===== config.mk =====
export PLATFORM = sky130hd
export DESIGN_NAME = rc_unstuff_crc
export DESIGN_NICKNAME = d
export VERILOG_FILES = /design/src/rtl/rc_unstuff_crc.sv
export SDC_FILE = /design/constraint.sdc
export NUM_CORES = 1
export LEC_CHECK = 0
export BUFFER_PORTS_ARGS = -buffer_cell sky130_fd_sc_hd__buf_2
export CORE_UTILIZATION = 60
export DETAILED_ROUTE_END_ITERATION = 12
export GPL_TIMING_DRIVEN = 0
export PLACE_DENSITY = 0.79
export SETUP_SLACK_MARGIN = 0.05
export SYNTH_ARGS = -nofsm -noshare
export SYNTH_HDL_FRONTEND = slang
export SYNTH_SLANG_ARGS = --single-unit

===== constraint.sdc =====
create_clock -name clk -period 3.4 [get_ports clk]
set_input_delay 0.34 -clock clk [delete_from_list [all_inputs] [get_ports clk]]
set_output_delay 0.34 -clock clk [all_outputs]
set_load 0.1 [all_outputs]

===== src/rtl/rc_unstuff_crc.sv =====
// rc_unstuff_crc: USB receive bit unstuffer, LSB-first byte assembler and PID-relative length/CRC checker
module rc_unstuff_crc #(
  parameter int STUFF_LEN = 6
) (
  input  logic       clk,
  input  logic       rst,
  input  logic       s_in,
  input  logic       start_unstuff,
  input  logic       end_unstuff,
  input  logic [1:0] pkt_type,
  output logic [7:0] byte_out,
  output logic       byte_valid,
  output logic       pkt_done,
  output logic       pkt_ok,
  output logic       stuff_error,
  output logic       crc_error,
  output logic       len_error
);
  localparam int OW = $clog2(STUFF_LEN + 1);
  typedef enum logic [2:0] {IDLE, PID, BODY, ERR, DONE} state_t;
  state_t        state_q, state_d;
  logic [OW-1:0] ones_q, ones_d, ones_b;
  logic [15:0]   cnt_q, cnt_d, cnt_b;
  logic [6:0]    sh_q, sh_d;
  logic [4:0]    crc5_q, crc5_d, crc5_b;
  logic [15:0]   crc16_q, crc16_d, crc16_b;
  logic [1:0]    type_q, type_d;
  logic [7:0]    byte_out_q, byte_out_d;
  logic          byte_valid_q, byte_valid_d;
  logic          pkt_ok_q, pkt_ok_d;
  logic          stuff_error_q, stuff_error_d;
  logic          crc_error_q, crc_error_d;
  logic          len_error_q, len_error_d;
  logic          proc, body, fb5, fb16, len_ok, res_ok;
  // Length and residual rules are judged on the state accumulated before the EOP cycle
  assign len_ok = type_q == 2'b01 ? cnt_q == 16'd24 :
                  type_q == 2'b10 ? (cnt_q >= 16'd24 && cnt_q[2:0] == 3'd0) : cnt_q == 16'd8;
  assign res_ok = type_q == 2'b01 ? crc5_q == 5'b01100 :
                  type_q == 2'b10 ? crc16_q == 16'h800D : 1'b1;
  // A start pulse restarts from a clean context and still consumes this cycle's bit
  assign proc = start_unstuff || ((state_q == PID || state_q == BODY) && !end_unstuff);
  assign body = !start_unstuff && state_q == BODY;
  // Next-state, unstuffing, byte assembly, CRC update and end-of-packet checks
  always_comb begin
    ones_b        = start_unstuff ? '0 : ones_q;
    cnt_b         = start_unstuff ? '0 : cnt_q;
    crc5_b        = start_unstuff ? 5'h1F : crc5_q;
    crc16_b       = start_unstuff ? 16'hFFFF : crc16_q;
    fb5           = crc5_b[4] ^ s_in;
    fb16          = crc16_b[15] ^ s_in;
    state_d       = state_q;
    ones_d        = ones_b;
    cnt_d         = cnt_b;
    sh_d          = sh_q;
    crc5_d        = crc5_b;
    crc16_d       = crc16_b;
    type_d        = type_q;
    byte_out_d    = byte_out_q;
    byte_valid_d  = 1'b0;
    pkt_ok_d      = pkt_ok_q;
    stuff_error_d = stuff_error_q;
    crc_error_d   = crc_error_q;
    len_error_d   = len_error_q;
    if (start_unstuff) begin
      state_d       = PID;
      type_d        = pkt_type;
      pkt_ok_d      = 1'b0;
      stuff_error_d = 1'b0;
      crc_error_d   = 1'b0;
      len_error_d   = 1'b0;
    end else if (end_unstuff && (state_q == PID || state_q == BODY || state_q == ERR)) begin
      state_d     = DONE;
      len_error_d = state_q != ERR && !len_ok;
      crc_error_d = state_q != ERR && len_ok && !res_ok;
      pkt_ok_d    = state_q != ERR && len_ok && res_ok;
    end else if (state_q == DONE) begin
      state_d = IDLE;
    end
    if (proc) begin
      if (ones_b == OW'(STUFF_LEN)) begin
        ones_d = '0;
        if (s_in) begin
          stuff_error_d = 1'b1;
          state_d       = ERR;
        end
      end else begin
        ones_d = s_in ? ones_b + 1'b1 : '0;
        sh_d   = {s_in, sh_q[6:1]};
        cnt_d  = &cnt_b ? cnt_b : cnt_b + 16'd1;
        if (cnt_b[2:0] == 3'd7) begin
          byte_valid_d = 1'b1;
          byte_out_d   = {s_in, sh_q};
        end
        if (cnt_b == 16'd7) state_d = BODY;
        if (body) begin
          crc5_d  = {crc5_b[3:0], 1'b0} ^ (fb5 ? 5'h05 : 5'h00);
          crc16_d = {crc16_b[14:0], 1'b0} ^ (fb16 ? 16'h8005 : 16'h0000);
        end
      end
    end
  end
  // State and datapath registers
  always_ff @(posedge clk or posedge rst) begin
    if (rst) begin
      state_q       <= IDLE;
      ones_q        <= '0;
      cnt_q         <= '0;
      sh_q          <= '0;
      crc5_q        <= 5'h1F;
      crc16_q       <= 16'hFFFF;
      type_q        <= '0;
      byte_out_q    <= '0;
      byte_valid_q  <= 1'b0;
      pkt_ok_q      <= 1'b0;
      stuff_error_q <= 1'b0;
      crc_error_q   <= 1'b0;
      len_error_q   <= 1'b0;
    end else begin
      state_q       <= state_d;
      ones_q        <= ones_d;
      cnt_q         <= cnt_d;
      sh_q          <= sh_d;
      crc5_q        <= crc5_d;
      crc16_q       <= crc16_d;
      type_q        <= type_d;
      byte_out_q    <= byte_out_d;
      byte_valid_q  <= byte_valid_d;
      pkt_ok_q      <= pkt_ok_d;
      stuff_error_q <= stuff_error_d;
      crc_error_q   <= crc_error_d;
      len_error_q   <= len_error_d;
    end
  end
  assign byte_out    = byte_out_q;
  assign byte_valid  = byte_valid_q;
  assign pkt_done    = state_q == DONE;
  assign pkt_ok      = pkt_ok_q;
  assign stuff_error = stuff_error_q;
  assign crc_error   = crc_error_q;
  assign len_error   = len_error_q;
endmodule


==> results of run 1 <==
-- kinds of logic after synthesis --
group,synth area share (%)
compound gates,12.06
xor+xnor,3.623
fa+ha+maj,1.592
buf+inv,3.025
flops,52.59
mux,4.936
simple gates,22.17
-- Yosys cell counts (2+ instances only) --
library cell,instances,area [um2]
a21o_1,2,15.01
a21oi_1,6,30.03
a22oi_1,2,15.01
a2bb2oi_1,2,17.52
a311oi_1,4,35.03
and2_1,2,12.51
and4_1,2,17.52
and4b_1,3,30.03
clkbuf_1,10,37.54
dfrtp_1,44,1101
dfstp_2,21,551.8
ha_1,4,50.05
inv_1,8,30.03
mux2_2,12,135.1
mux2i_1,2,20.02
nand2_1,54,202.7
nand2b_1,4,25.02
nand3_1,7,35.03
nand3b_1,3,22.52
nand4_1,5,31.28
nor2_1,27,101.4
nor2b_1,8,50.05
nor3_1,6,30.03
nor3b_1,2,15.01
nor4_1,6,37.54
nor4b_1,2,17.52
o21a_1,3,22.52
o21ai_0,20,100.1
o22ai_1,5,31.28
o31ai_1,2,15.01
or4_1,3,22.52
xnor2_1,11,96.34
xor2_1,2,17.52
-- cells in the final DEF (no fill, tap or decap), types with 6 or more instances in the layout --
cell type,synthesis,routed
xnor2_1,11,11
nor2b_1,8,8
o21ai_0,20,20
dfrtp_1,44,44
nor2_1,27,27
dfstp_2,21,21
nor4_1,6,6
buf_2,1,20
clkbuf_8,0,11
clkbuf_1,10,12
nand2_1,54,54
nor3_1,6,6
nand3_1,7,7
inv_1,8,7
a21oi_1,6,6
mux2_2,12,12
-- worst max-delay path, delay by kind of cell --
family	cells	cell delay (ns)
buffers and inverters	3	0.98
AO/OA/AOI/OAI	2	0.95
AND/OR/NAND/NOR	2	0.60
multiplexers	1	0.39
adder cells (fa/ha/maj)	1	0.23
-- report_power, final --
group | switching [mW] | total, mW | internal, mW | leakage (nW)
clock network | 0.281 | 0.582 | 0.301 | 0.0932
registers | 0.0253 | 0.834 | 0.809 | 0.810
logic | 0.110 | 0.155 | 0.0449 | 0.661
-- metrics by stage --
stage | hold slack [ns] | utilization, % | power [mW] | setup slack [ns] | TNS [ns]
after detailed placement | 0.4275 | 68.49 | 1.004 | -0.2159 | -2.264
after CTS | 0.06058 | 72.05 | 1.583 | 0.1442 | 0
final | 0.04712 | 72.05 | 1.571 | 0.1432 | 0
after global routing | 0.09760 | 72.05 | 1.634 | -0.1228 | -2.134
after floorplan | 0.4418 | - | 0.9599 | 0.5882 | 0
after global placement | 0.4616 | 68.08 | 0.9926 | -0.1790 | -1.408
-- path summary, 6_finish.rpt --
check / slack [ns] / cells after the start / startpoint / end
min reg2reg: 0.48 / 2 / sh_q[0]$_DFFE_PP0P_ / sh_q[0]$_DFFE_PP0P_
min: 0.05 / 2 / rst / sh_q[0]$_DFFE_PP0P_
max in group asynchronous: 2.70 / 3 / rst / crc16_q[0]$_DFF_PP1_
max reg2reg: 0.77 / 7 / ones_q[1]$_DFF_PP0_ / byte_out[5]$_DFFE_PP0P_
max: 0.14 / 9 / start_unstuff / byte_out[5]$_DFFE_PP0P_
min in group clk: 0.23 / 2 / pkt_type[1] / type_q[1]$_DFFE_PP0P_
-- area by class of cell --
class / count / area, um2
well taps: 67 / 83.83
fillers: 374 / 1364
multi-input cells: 227 / 1395
clock inverters: 3 / 15.01
inverters: 8 / 30.03
plain buffers: 14 / 65.06
flip-flops and latches: 65 / 1653
repair buffers: 20 / 115.1
clock buffers: 13 / 158.9
-- state kept, by name, indices dropped and copies added (netlist names) --
signal,cells
crc_error,1
crc5_q,5
cnt_q,16
type_q,2
ones_q,3
stuff_error,1
sh_q,7
state_q,3
len_error,1
byte_valid,1
crc16_q,16
byte_out,8
pkt_ok,1
-- per-layer routing --
layer | wire length (um) | global-route usage [%] | vias to the layer above | share of wire [%]
met4 | 87 | 11.11 | 0 | 1.4
li1 | - | - | 1171 | -
met3 | 220 | 5.962 | 10 | 3.5
met5 | 0 | 0 | - | 0
met1 | 2888 | 35.12 | 1160 | 47
met2 | 3005 | 41.04 | 42 | 48
==> impl_metrics.ini, run 1 <==
[clock_network]
numCtsBuffers = 9
cts_resized = 0
clockBufferDepth = 2
cts_root_buf = clkbuf_8
postCtsSetupRepairBufs = 0
htree_num_levels = 3
cts.sinks = 65
hold_buffers = 0
clk_pin_slew_ns = 0.06
cts_tree = done
clk_latency_ns = 0.34

[timing]
finalHoldViolCount = 0
fin_crit_sh_pct = 95.79
slew-limit-headroom_pct = 41.15
setup_viol = 0
tightestPinTransition_ns = 0.8809
max_freq_ghz = 0.3070
drv_slew = 0
post-route-min-period_ns = 3.257
rsz0062_at_grt = true
skew_ns = 0.004694

[layout]
finalNonFillerCells = 417
nets = 356
layout-drive-gt1-share_pct = 21.43
synthToLayoutAreaGrowth_pct = 11.86
final_cell_area_um2 = 3516
diodes = 0

[placed_design]
dpl.hpwl_um = 4297
dpl.cell_count = 401
io_buffer_count = 19
place_area_um2 = 3342
gp_congestion = 0.8785

[floorplan]
coreArea_um2 = 4880
die_w_um = 74.38
dieArea_um2 = 5532
boundaryPins = 21
start_util_pct = 64.41
die_h_um = 74.38
rows = 25

[critical_path]
crit_chain = buf_4 > clkbuf_1 > clkbuf_1 > nor2_1 > ha_1 > a211o_1 > o21ai_1 > nand2_1 > mux2_2
crit_top_cell = clkbuf_1
cp_max_fo = 10
critPathKind = input port to flip-flop
cp_slowest_cell = o21ai_1
critPathMaxStageDelay_ns = 0.63
cp-end-kind = flip-flop
arrival_ns = 3.48
worstPathRequired_ns = 3.63
cp-start-kind = input port

[pwr]
p_leak_nw = 1.564
vdd_drop_max_uv = 243.7
p_per_area_nw_per_um2 = 446.9

[synthesis]
avgSynthCellArea_um2 = 10.01
ys.flop_type = dfrtp_1
synth-seq-area-share_pct = 52.59
ys_warn_count = 0
syn_area_um2 = 3143
synth_edf_count = 0
ys_seq_elements = 65
synth_fp_nets = 325
ys_types = 53
synth_cells = 314
ys_async_sr_fraction_pct = 100.0

[detailed_routing]
dr.pass1.iters = 4
route.detailed.drc = 0
totalWireLength_um = 6201
viasPerCell = 5.715
via_count = 2383
ant_nets = 0
wl_per_cell_um = 14.87
drt_iter0_drc = 223

[job]
drv_cap = 0

[min_path]
hold_path.class = input port to async pin

[outcome]
status = completed

[global_routing]
grtUsageTotal_pct = 26.16
grt_pass1_wl_um = 10690
grt_pass1_vias = 2283
antenna_found_initial = 0
grt_max_degree = 40
grt-ovfl-total = 0
Power figures use the tool's default switching activity.
==> inputs of run 2 (changes only) <==
BUFFER_PORTS_ARGS = unset   (was -buffer_cell sky130_fd_sc_hd__buf_2)
DONT_BUFFER_PORTS = 1   (was unset)
PLACE_DENSITY = 0.76   (was 0.79)
==> run 2 against run 1 <==
  * Non-clock buffer count is 18 lower
  * Combinational power shrank 25%
  * Wire length increased by 3.8%
  * Critical path depth is 2 higher
  * Clock power is 12% higher
  * Count of clock-buffer cells in the layout unchanged
  * Sequential power increased by 3.7%
  * Sequential cell count did not move
  * Total power up 3.9%
  * Fmax is 6.7% higher
==> impl_metrics.ini, run 2 (synthesis gave the netlist of run 1 again) <==
[outcome]
status = completed

[layout]
mostFrequentLayoutCell = nand2_1
diodes = 0
finalNonFillerCells = 399
final_core_util_pct = 71.03
synthToLayoutAreaGrowth_pct = 10.27
nets = 338
mostFrequentLayoutCells = nand2_1, dfrtp_1, nor2_1, dfstp_2, o21ai_0
layout-drive-gt1-share_pct = 17.47

[global_routing]
grt_max_degree = 45
grt_pass1_vias = 2315
grtUsageTotal_pct = 26.09
met3_usage_pct = 8.943
grtUsageMet1_pct = 31.19
met2_usage_pct = 43.44
grt-ovfl-total = 0
grt_pass1_wl_um = 10600
grt_busiest_layer = met2
antenna_found_initial = 0

[placed_design]
gp_congestion = 0.8356
io_buffer_count = 0
dpl.hpwl_um = 4400
dpl.cell_count = 382

[critical_path]
cp-start-kind = input port
r2r_cells = 9
worstPathRequired_ns = 3.66
cp_max_fo = 10
cp-end-kind = flip-flop
critPathKind = input port to flip-flop
arrival_ns = 3.31

[detailed_routing]
route.detailed.drc = 0
totalWireLength_um = 6434
viasPerCell = 5.942
via_count = 2371
dr.pass1.iters = 4
ant_nets = 0
wl_per_cell_um = 16.13
drt_iter0_drc = 106

[clock_network]
cts.sinks = 65
cts_root_buf = clkbuf_8
htree_num_levels = 3
clockBufferDepth = 2
clk_pin_slew_ns = 0.07
cts_tree = done
postCtsSetupRepairBufs = 0
clk_latency_ns = 0.34
numCtsBuffers = 9

[floorplan]
dieArea_um2 = 5532
boundaryPins = 21
die_h_um = 74.38
coreArea_um2 = 4880
die_w_um = 74.38
start_util_pct = 64.41
rows = 25

[timing]
finalHoldViolCount = 0
setup_viol = 0
skew_ns = 0.008454
tightestPinTransition_ns = 0.9904
fin_crit_sh_pct = 89.80
drv_slew = 0
slew-limit-headroom_pct = 34.43
rsz0062_at_grt = false
max_freq_ghz = 0.3275
finalHoldWorstSlack_ns = 0.1418
post-route-min-period_ns = 3.053

[pwr]
vdd_drop_max_uv = 372.1
p_total_mw = 1.633
p_per_area_nw_per_um2 = 471.1
p_leak_nw = 1.483

[job]
drv_cap = 0

[min_path]
whs_path_depth = 2
hold_path.class = input port to flip-flop
-- run 2: changes by cell type in the layout (fill, tap and decap cells not counted) --
cell,change
bufinv_16,+1
nor4_1,-1
o21ai_1,-1
nor4_2,+1
buf_2,-19
clkinv_2,-1
o21ai_2,+1
dlygate4sd3_1,+1
-- run 2: repair_timing --
item,4_1_cts,5_1_grt
setup endpoints to repair,0,21
hold endpoints to repair,21,0
hold buffers,1,0
resized for setup,0,2
-- run 2: stage by stage --
step	setup slack [ns]	area [um2]	TNS, ns
finish	0.3467	3466	0
detailed placement	-0.1376	3247	-2.014
CTS	0.2283	3456	0
global placement	-0.1546	3227	-1.483
global route	0.1315	3466	0
floorplan	0.5882	3143	0
-- run 2: worst paths after layout --
kind	startpoint	end	slack [ns]
max in group asynchronous	rst	crc5_q[1]$_DFF_PP1_	2.27
worst max register to register	ones_q[1]$_DFF_PP0_	crc5_q[1]$_DFF_PP1_	0.92
worst min register to register	sh_q[0]$_DFFE_PP0P_	sh_q[0]$_DFFE_PP0P_	0.48
worst min-delay path	s_in	ones_q[0]$_DFF_PP0_	0.14
worst max-delay path	start_unstuff	crc5_q[1]$_DFF_PP1_	0.35
min in group asynchronous	rst	byte_out[0]$_DFFE_PP0P_	0.47
-- run 2: final cells by class --
cell class / count / area, um2
Fill cell: 374 / 1414
Inverter: 8 / 30.03
Buffer: 14 / 65.06
Tap cell: 67 / 83.83
Multi-Input combinational cell: 227 / 1405
Sequential cell: 65 / 1653
Clock inverter: 3 / 40.04
Timing Repair Buffer: 2 / 30.03
Clock buffer: 13 / 158.9
-- run 2: report_power, final --
part | switching (mW) | total, mW | internal [mW]
sequential | 0.0569 | 0.865 | 0.808
combinational | 0.0758 | 0.117 | 0.0412
clock | 0.274 | 0.651 | 0.377
-- run 2: layer usage --
layer	up-vias	part of all wire [%]
li1	1132	-
met3	9	5.1
met4	0	1.6
met5	-	0
met2	58	50
met1	1172	43
-- run 2: worst max-delay path, stage by stage --
cell and delay [ns]:
buf_4 0.13, clkbuf_1 0.36, clkbuf_1 0.43, nor2_1 0.14
ha_1 0.22, a211o_1 0.35, nor4_2 0.38, buf_2 0.29
buf_1 0.43, nand2_1 0.13, o21ai_0 0.10
